$ cat src/rtl/mips_ctrl_pkg.sv
// Shared encodings for the multicycle MIPS control unit: opcodes, funct codes,
// FSM states, ALU operation classes and the alucontrol codes the ALU consumes.
package mips_ctrl_pkg;

  localparam logic [5:0] OpRtype = 6'b000000;
  localparam logic [5:0] OpLw    = 6'b100011;
  localparam logic [5:0] OpSw    = 6'b101011;
  localparam logic [5:0] OpBeq   = 6'b000100;
  localparam logic [5:0] OpBne   = 6'b000101;
  localparam logic [5:0] OpAddi  = 6'b001000;
  localparam logic [5:0] OpJ     = 6'b000010;

  localparam logic [5:0] FunctAdd = 6'b100000;
  localparam logic [5:0] FunctSub = 6'b100010;
  localparam logic [5:0] FunctAnd = 6'b100100;
  localparam logic [5:0] FunctOr  = 6'b100101;
  localparam logic [5:0] FunctSlt = 6'b101010;

  localparam logic [2:0] AluAnd  = 3'b000;
  localparam logic [2:0] AluOr   = 3'b001;
  localparam logic [2:0] AluAdd  = 3'b010;
  localparam logic [2:0] AluNone = 3'b011;
  localparam logic [2:0] AluSub  = 3'b110;
  localparam logic [2:0] AluSlt  = 3'b111;

  // Add is encoded as zero so states that do not name an ALU operation default to it.
  typedef enum logic [1:0] {
    AluOpAdd   = 2'b00,
    AluOpSub   = 2'b01,
    AluOpFunct = 2'b10
  } aluop_t;

  typedef enum logic [3:0] {
    StFetch,
    StDecode,
    StMemAdr,
    StMemRd,
    StMemWb,
    StMemWr,
    StRtypeEx,
    StRtypeWb,
    StBeqEx,
    StAddiEx,
    StAddiWb,
    StJEx,
    StHalt,
    StBneEx
  } state_t;

endpackage

$ cat src/rtl/mips_alu_decoder.sv
// Combinational ALU decoder: maps the FSM's ALU operation class and the
// instruction funct field onto the 3-bit alucontrol code.
module mips_alu_decoder
  import mips_ctrl_pkg::*;
(
  input  aluop_t     aluop,
  input  logic [5:0] funct,
  output logic [2:0] alucontrol
);

  always_comb begin
    alucontrol = AluNone;
    case (aluop)
      AluOpAdd: alucontrol = AluAdd;
      AluOpSub: alucontrol = AluSub;
      AluOpFunct: begin
        case (funct)
          FunctAdd: alucontrol = AluAdd;
          FunctSub: alucontrol = AluSub;
          FunctAnd: alucontrol = AluAnd;
          FunctOr:  alucontrol = AluOr;
          FunctSlt: alucontrol = AluSlt;
          // Unsupported funct yields a zero result; writeback still happens.
          default:  alucontrol = AluNone;
        endcase
      end
      default: alucontrol = AluNone;
    endcase
  end

endmodule

$ cat src/rtl/mips_multicycle_control.sv
// Moore FSM control unit for the multicycle MIPS datapath.
// Define MIPS_CTRL_BNE_EN to add bne support (op 000101 -> BNEEX).
module mips_multicycle_control
  import mips_ctrl_pkg::*;
#(
  parameter int unsigned TRAP_ON_ILLEGAL = 0
) (
  input  logic       clk,
  input  logic       reset,
  input  logic [5:0] op,
  input  logic [5:0] funct,
  input  logic       zero,
  output logic [2:0] alucontrol,
  output logic       alusrca,
  output logic [1:0] alusrcb,
  output logic [1:0] pcsrc,
  output logic       pcen,
  output logic       iord,
  output logic       memwrite,
  output logic       irwrite,
  output logic       regwrite,
  output logic       regdst,
  output logic       memtoreg,
  output logic       instr_done,
  output logic       illegal
);

  state_t state_q, state_d, ost;
  aluop_t aluop;
  logic   op_legal;
  logic   pcwrite;
  logic   branch;
`ifdef MIPS_CTRL_BNE_EN
  logic   branch_ne;
`endif

  always_ff @(posedge clk) begin
    if (reset) begin
      state_q <= StFetch;
    end else begin
      state_q <= state_d;
    end
  end

  always_comb begin
    op_legal = 1'b0;
    case (op)
      OpLw, OpSw, OpRtype, OpBeq, OpAddi, OpJ: op_legal = 1'b1;
`ifdef MIPS_CTRL_BNE_EN
      OpBne: op_legal = 1'b1;
`endif
      default: op_legal = 1'b0;
    endcase
  end

  always_comb begin
    state_d = state_q;
    unique case (state_q)
      StFetch: state_d = StDecode;
      StDecode: begin
        if (!op_legal) begin
          state_d = (TRAP_ON_ILLEGAL != 0) ? StHalt : StFetch;
        end else begin
          case (op)
            OpLw, OpSw: state_d = StMemAdr;
            OpRtype:    state_d = StRtypeEx;
            OpBeq:      state_d = StBeqEx;
            OpAddi:     state_d = StAddiEx;
            OpJ:        state_d = StJEx;
`ifdef MIPS_CTRL_BNE_EN
            OpBne:      state_d = StBneEx;
`endif
            default:    state_d = StFetch;
          endcase
        end
      end
      StMemAdr:  state_d = (op == OpLw) ? StMemRd : StMemWr;
      StMemRd:   state_d = StMemWb;
      StRtypeEx: state_d = StRtypeWb;
      StAddiEx:  state_d = StAddiWb;
      StHalt:    state_d = StHalt;
      default:   state_d = StFetch;
    endcase
  end

  always_comb begin
    // Outputs during reset decode as FETCH, with the write enables masked below.
    ost        = reset ? StFetch : state_q;
    aluop      = AluOpAdd;
    alusrca    = 1'b0;
    alusrcb    = 2'b00;
    pcsrc      = 2'b00;
    iord       = 1'b0;
    memwrite   = 1'b0;
    irwrite    = 1'b0;
    regwrite   = 1'b0;
    regdst     = 1'b0;
    memtoreg   = 1'b0;
    instr_done = 1'b0;
    illegal    = 1'b0;
    pcwrite    = 1'b0;
    branch     = 1'b0;
`ifdef MIPS_CTRL_BNE_EN
    branch_ne  = 1'b0;
`endif
    unique case (ost)
      StFetch: begin
        alusrcb = 2'b01;
        irwrite = 1'b1;
        pcwrite = 1'b1;
      end
      StDecode: begin
        alusrcb = 2'b11;
        illegal = ~op_legal;
      end
      StMemAdr, StAddiEx: begin
        alusrca = 1'b1;
        alusrcb = 2'b10;
      end
      StMemRd: iord = 1'b1;
      StMemWb: begin
        memtoreg   = 1'b1;
        regwrite   = 1'b1;
        instr_done = 1'b1;
      end
      StMemWr: begin
        iord       = 1'b1;
        memwrite   = 1'b1;
        instr_done = 1'b1;
      end
      StRtypeEx: begin
        alusrca = 1'b1;
        aluop   = AluOpFunct;
      end
      StRtypeWb: begin
        regdst     = 1'b1;
        regwrite   = 1'b1;
        instr_done = 1'b1;
      end
      StBeqEx: begin
        alusrca    = 1'b1;
        aluop      = AluOpSub;
        pcsrc      = 2'b01;
        branch     = 1'b1;
        instr_done = 1'b1;
      end
`ifdef MIPS_CTRL_BNE_EN
      StBneEx: begin
        alusrca    = 1'b1;
        aluop      = AluOpSub;
        pcsrc      = 2'b01;
        branch_ne  = 1'b1;
        instr_done = 1'b1;
      end
`endif
      StAddiWb: begin
        regwrite   = 1'b1;
        instr_done = 1'b1;
      end
      StJEx: begin
        pcsrc      = 2'b10;
        pcwrite    = 1'b1;
        instr_done = 1'b1;
      end
      default: ;
    endcase
    if (reset) begin
      irwrite    = 1'b0;
      pcwrite    = 1'b0;
      regwrite   = 1'b0;
      memwrite   = 1'b0;
      instr_done = 1'b0;
      illegal    = 1'b0;
    end
`ifdef MIPS_CTRL_BNE_EN
    pcen = pcwrite | (branch & zero) | (branch_ne & ~zero);
`else
    pcen = pcwrite | (branch & zero);
`endif
  end

  mips_alu_decoder u_alu_decoder (
    .aluop      (aluop),
    .funct      (funct),
    .alucontrol (alucontrol)
  );

endmodule

$ cat config.mk
export PLATFORM = sky130hd
export DESIGN_NAME = mips_multicycle_control
export DESIGN_NICKNAME = d
export VERILOG_FILES = /design/src/rtl/mips_ctrl_pkg.sv /design/src/rtl/mips_alu_decoder.sv /design/src/rtl/mips_multicycle_control.sv
export SDC_FILE = /design/constraint.sdc
export NUM_CORES = 1
export LEC_CHECK = 0
export ABC_CLOCK_PERIOD_IN_PS = 2100
export CAP_MARGIN = 20
export CORE_MARGIN = 5
export CORE_UTILIZATION = 42
export CTS_BUF_LIST = sky130_fd_sc_hd__clkbuf_16
export DETAILED_ROUTE_END_ITERATION = 8
export PLACE_DENSITY = 0.84
export SYNTH_ARGS = -nofsm -noshare
export SYNTH_HDL_FRONTEND = slang
export SYNTH_SLANG_ARGS = --single-unit
$ cat constraint.sdc
create_clock -name clk -period 2.1 [get_ports clk]
set_clock_uncertainty 0.2 [all_clocks]
set_input_delay 0.315 -clock clk [delete_from_list [all_inputs] [get_ports clk]]
set_output_delay 0.315 -clock clk [all_outputs]
set_load 0.01 [all_outputs]
==> run metrics, run 1 <==
sequential fraction of the synthesis area around an eighth; Finish-stage setup viols 0; status complete, no violations; CTS tree done; setup bufs post-CTS 0; Area after DPL between 0.001 and 0.0015 mm^2; final RePlAce weighted congestion 0.8141; GR Util All Layers 22.66%; Comb power frac between 20% and 30%; clk_lat worst skew around 230 ps; Synth Area in Compound Gates 28.60%; FF+latch count, synth 4; max FFs per register 4; DRT Pass-1 Iters 4; pin slew with the least headroom to its limit around 320 ps; Crit. End Element primary output; Pint between 0.0003 and 0.0004 W; sequential share of power 15.7%; Startpoint Class input pin; Final ANT Viol Nets 0; Avg WL per Cell 16.34 um; Hold-fix buffers, CTS 0; largest registers state_q (4); met2 Resource Use GR ~44%; hold crit path type flop to flop; RSZ-0062 raised after global routing yes; worst r2r src state_q[2]$_SDFF_PP0_; Psw 0.0001224 W; via count 933; crit path launch reset; drt total wl between 2 and 3 mm; synthesized cell area between 600 and 700 um^2; Synth cell types 34; main combinational cell family by area after synthesis simple AND/OR/NAND/NOR gates; syn avg cell area between 6 and 7 um^2; worst path required time between 1500 and 2000 ps; count leader, synth nor3_1; worst-path maximum fanout 5; Post-synth top cells nor3_1, nor2_1, a21oi_1; die height 48.60 um; Global Route met3 Usage 5.215%; Clk network pwr share between 50 and 60%; number of synthesized flops with an enable pin 0; Post-Synth Adder-Cell Area 0%; Design Area, Final approximately 0.0012 mm^2; Die ar. between 0.002 and 0.0025 mm^2; antenna violations before repair 0; num rows 14; Residual DRC 0; Static Leak between 0.5 and 0.6 nW; vias per std cell between 5 and 6; Synth Instances 90; Final min period roughly 2100 ps; first-pass GRT wire length approximately 4.4 mm; Hold Crit Start state_q[1]$_SDFF_PP0_; fmax around 500 MHz; met1 Usage GRT between 20% and 30%; total power after layout just over 0.0005 W; final hold vios 0; I/O Buffers 31; Warnings, synthesis 0; initial DRC count 20; worst IR drop on VDD between 0.5 and 0.6 mV; Reg with most FFs state_q; Sw Ratio about a quarter; Reg clk slew, reported paths 30 ps; layout cell share with drive strength beyond 1 32.17%; clk buf depth 2; Max-Cap Viols 0; area of the core between 0.001 and 0.0015 mm^2; largest net degree at the start of global routing 11; Root Buffer clkbuf_16; CTS H-tree depth 1; relative slew slack 78.51%; Final Worst Setup Slack about 49 ps; Layout Area Growth over Synthesis 87.60%; CTS Buf Count 3; Fin Hold WS roughly 410 ps; ant diodes 0; Synth Area in XOR/XNOR 5.600%; Filler Cell Count 103; CTS Sinks 4; GRT overflow 0; pwr dens about 440 mW/mm^2; Slew Viols, Final 0; die width slightly below 50 um; number of global-route vias before repair around 980; Boundary Pins 32; Initial Util between 40% and 50%; busiest grt layer met2; pre-CTS setup slack -467.1 ps; CP Class input pin to primary output; Final HPWL DP around 1.8 mm; nets 160; post-route clock period utilization a little over nine tenths; synth top area cells dfxtp_1, nor3_1, clkbuf_8, nor2_1, a21oi_1; Worst EP arrival about 1500 ps; Synth Area in Simple Gates around two fifths; ys flop type dfxtp_1; post-synth top area share approximately an eighth; net count after synthesis 105; post-synthesis mux area share 0%; Synth area leader dfxtp_1; fraction of registers with async set/reset 0%
==> through the flow <==
step	TNS, ps	instances	utilization [%]
5_1_grt	-13.24	159	80.72
3_5_place_dp	-2944	156	73.75
6_report	0	159	80.72
3_3_place_gp	-2695	156	73.75
4_1_cts	-122.3	159	79.26
2_1_floorplan	0	90	-
==> kinds of logic after synthesis <==
kind of cell,after synthesis
AOI/OAI and AO/OA,27
xor gates and xnor gates,4
buffers and inverters,10
DFF,4
and+or+nand+nor,45
==> timing repair <==
action,CTS,global route
endpoints found under the setup margin,17,10
pin swaps,0,4
gates resized for setup,27,21
endpoints found under the hold margin,0,0
==> metal layers <==
metal	routed length, um	up-vias
met4	63	0
met3	202	8
met1	963	436
met2	1369	49
li1	-	440
met5	0	-
==> final cells by class <==
cell class | count | area (um^2) | share of cell area (%)
repair buffers | 57 | 496.7 | 42.32
multi-input cells | 76 | 484.2 | 41.26
flip-flops and latches | 4 | 86.33 | 7.356
clock buffers | 3 | 75.07 | 6.397
well taps | 16 | 20.02 | 1.706
inverters | 3 | 11.26 | 0.9595
==> critical path, stage by stage <==
cell and delay [ps]:
dlygate4sd2_1 320, nor2_4 150, nand2_2 110, nor2_1 110
clkdlybuf4s50_1 540
==> power groups by stage <==
stage	Clock [W]	Sequential, W	Combinational, W
final	0.000304	0.0000810	0.000131
after floorplan	0	0.0000818	0.0000512
after detailed placement	0	0.0000826	0.000130
after global routing	0.000312	0.0000813	0.000142
after CTS	0.000297	0.0000805	0.000128
after global placement	0	0.0000825	0.000126
==> placed cells by master (no fill, tap or decap), types with 2 or more instances in the layout <==
cell type and n:
o21ai_0 5, nor2_4 2, nand2_1 5, clkbuf_16 3, clkdlybuf4s50_1 9, buf_4 24
nand3_1 3, dlygate4sd2_1 11, a21oi_1 7, a31oi_1 3, inv_1 2, dlymetal6s2s_1 7
dfxtp_2 2, nor3_1 11, o211ai_1 2, clkbuf_2 2, a211oi_1 3, buf_2 2
buf_6 2, nor2_1 8, nor2b_2 2, xor2_1 4, nand2b_1 2
==> final timing paths <==
path / to / slack [ps] / cells past startpoint
setup / recovery: memwrite / 50 / 5
hold / removal: state_q[3]$_SDFF_PP0_ / 410 / 2
setup reg to reg: state_q[2]$_SDFF_PP0_ / 620 / 4
hold reg to reg: state_q[3]$_SDFF_PP0_ / 410 / 2
Power figures use the tool's default switching activity.
==> run 2, diff against run 1 <==
CTS_CLUSTER_DIAMETER = 200   (was default)
==> results of run 2 <==
Final layout, timing and power as in run 1 (identical DEF).
==> run 3, diff against run 2 <==
CORE_MARGIN = 8   (was 5)
==> run metrics, run 3 (synthesis gave the netlist of run 1 again) <==
status complete, no violations; Fin Hold WS 391.4 ps (-14.65 ps); GR Util All Layers 17.78% (-4.9 points); GRT overflow 0 (unchanged); CP Class input pin to primary output; final cell count without fillers 162 (+1.9%); Crit. End Element primary output; largest registers state_q (4); max incr delay on CP 450 ps (-90 ps); CTS Buf Count 3 (unchanged); Reg clk slew, reported paths 30 ps (about the same); Static Leak 0.5825 nW (+0.36%); CTS H-tree depth 1 (unchanged); Startpoint Class input pin; Finish-stage setup viols 0 (unchanged); worst path required time 1580 ps (about the same); worst r2r src state_q[0]$_SDFF_PP0_; Final HPWL DP 1.866 mm (+6.4%); Boundary Pins 32 (unchanged); first-pass GRT wire length 4.105 mm (-6.9%); hold path depth 2 (unchanged); largest net degree at the start of global routing 10 (-1); CTS tree done; clk buf depth 2 (unchanged); die width 54.60 um (+12%); Filler Cell Count 109 (+5.8%); Max stage delay cell, worst path clkdlybuf4s50_1; Final min period 2054 ps (+3.134 ps); hold crit path type flop to flop; DRT Pass-1 Iters 4 (unchanged); clk_lat worst skew 220 ps (about the same); final RePlAce weighted congestion 0.8910 (+9.4%); crit path launch funct[5]; CP cell instances clkdlybuf4s50_1 > nor2b_1 > nor2b_2 > nand4b_1 > dlygate4sd2_1; layout cell share with drive strength beyond 1 30.14% (-2.0 points); dpl cells 159 (+1.9%); final hold vios 0 (unchanged); nets 163 (+1.9%); Reg2Reg Depth 5 (+1); Avg WL per Cell 15.11 um (-7.5%); pwr dens 428.5 mW/mm^2 (-2.6%); CTS Sinks 4 (unchanged); pin slew with the least headroom to its limit 316.0 ps (-3.901 ps); ant diodes 0 (unchanged); Worst EP arrival 1540 ps (about the same); max FFs per register 4 (unchanged); Hold Crit Start state_q[1]$_SDFF_PP0_; die height 54.60 um (+12%); Final ANT Viol Nets 0 (unchanged); Final TNS setup 0 ps (unchanged); via count 925 (-0.86%); setup bufs post-CTS 0 (unchanged); Initial Util 43.03% (unchanged); relative slew slack 78.77% (+0.26 points); initial DRC count 22 (+10%); Layout Area Growth over Synthesis 89.40%; Slew Viols, Final 0 (unchanged); leading cell types in the layout, fill and taps excluded buf_4, dlygate4sd2_1, nor3_1, nor2_1, a21oi_1; Hold-fix buffers, CTS 0 (unchanged); worst-path maximum fanout 2 (-3); vias per std cell 5.710 (-2.7%); fmax 486.7 MHz (-0.15%); Die ar. 0.002981 mm^2 (+26%); worst IR drop on VDD 0.3305 mV (-39%); area of the core 0.001454 mm^2 (unchanged); post-route clock period utilization 97.83% (+0.15 points); antenna violations before repair 0 (unchanged); Residual DRC 0 (unchanged); number of global-route vias before repair 966 (-1.6%); I/O Buffers 31 (unchanged); num rows 14 (unchanged); commonest non-fill, non-tap cell in the layout buf_4; drt total wl 2.448 mm (-5.8%); Root Buffer clkbuf_16; Reg with most FFs state_q; Max-Cap Viols 0 (unchanged)
==> run 3: cell types whose count changed in the layout (fill, tap and decap cells not counted), sizes merged <==
cell	before	now
buf	28	31
clkbuf	5	3
clkdlybuf4s15	0	1
clkdlybuf4s50	9	6
dlygate4sd2	11	17
dlymetal6s2s	7	5
==> run 3: final timing paths <==
check / end / slack [ps]
worst max register to register: state_q[2]$_SDFF_PP0_ / 560
worst max-delay path: alucontrol[1] / 50
worst min register to register: state_q[3]$_SDFF_PP0_ / 390
worst min-delay path: state_q[3]$_SDFF_PP0_ / 390
==> run 3: critical path: cells and delay by family <==
kind,cells,cell delay (ps)
buffers and inverters,2,750
AND/OR/NAND/NOR,3,470
==> run 3: cell type report <==
type	instances	area [um^2]	share of cell area, %
flip-flops and latches	4	82.58	6.969
inverters	3	11.26	0.9504
clock buffers	3	75.07	6.336
well taps	16	20.02	1.690
repair buffers	60	513.0	43.29
multi-input cells	76	483.0	40.76
==> run 3: where the power goes <==
| part | switching, W | internal [W] | leakage [nW] |
|---|---|---|---|
| sequential | 0.00000239 | 0.0000790 | 0.0336 |
| clock | 0.0000502 | 0.000243 | 0.0370 |
| combinational | 0.0000591 | 0.0000741 | 0.512 |
| total | 0.000112 | 0.000396 | 0.583 |
==> run 3: routing by layer <==
metal  up-vias  routed length (um)  GRT usage [%]
met2        42                1288          32.45
li1        442                   -              -
met4         0                  32          10.25
met5         -                   0              0
met3         5                 209          3.804
met1       436                 917          18.03
==> run 3: what timing repair did <==
item                                    CTS  global route
pin swaps                                 0             3
endpoints found under the setup margin   17             6
gates resized for setup                  29            12
hold endpoints to repair                  0             0
==> run 3: metrics by stage <==
step	cell area [um^2]	util, %	setup slack (ps)	power (W)
after floorplan	625.6	-	411.7	0.0001330
after global placement	1095	75.30	-452.9	0.0002126
after detailed placement	1095	75.30	-494.5	0.0002178
after CTS	1156	79.52	2.515	0.0005068
after global routing	1185	81.50	-33.75	0.0005269
final	1185	81.50	45.50	0.0005077
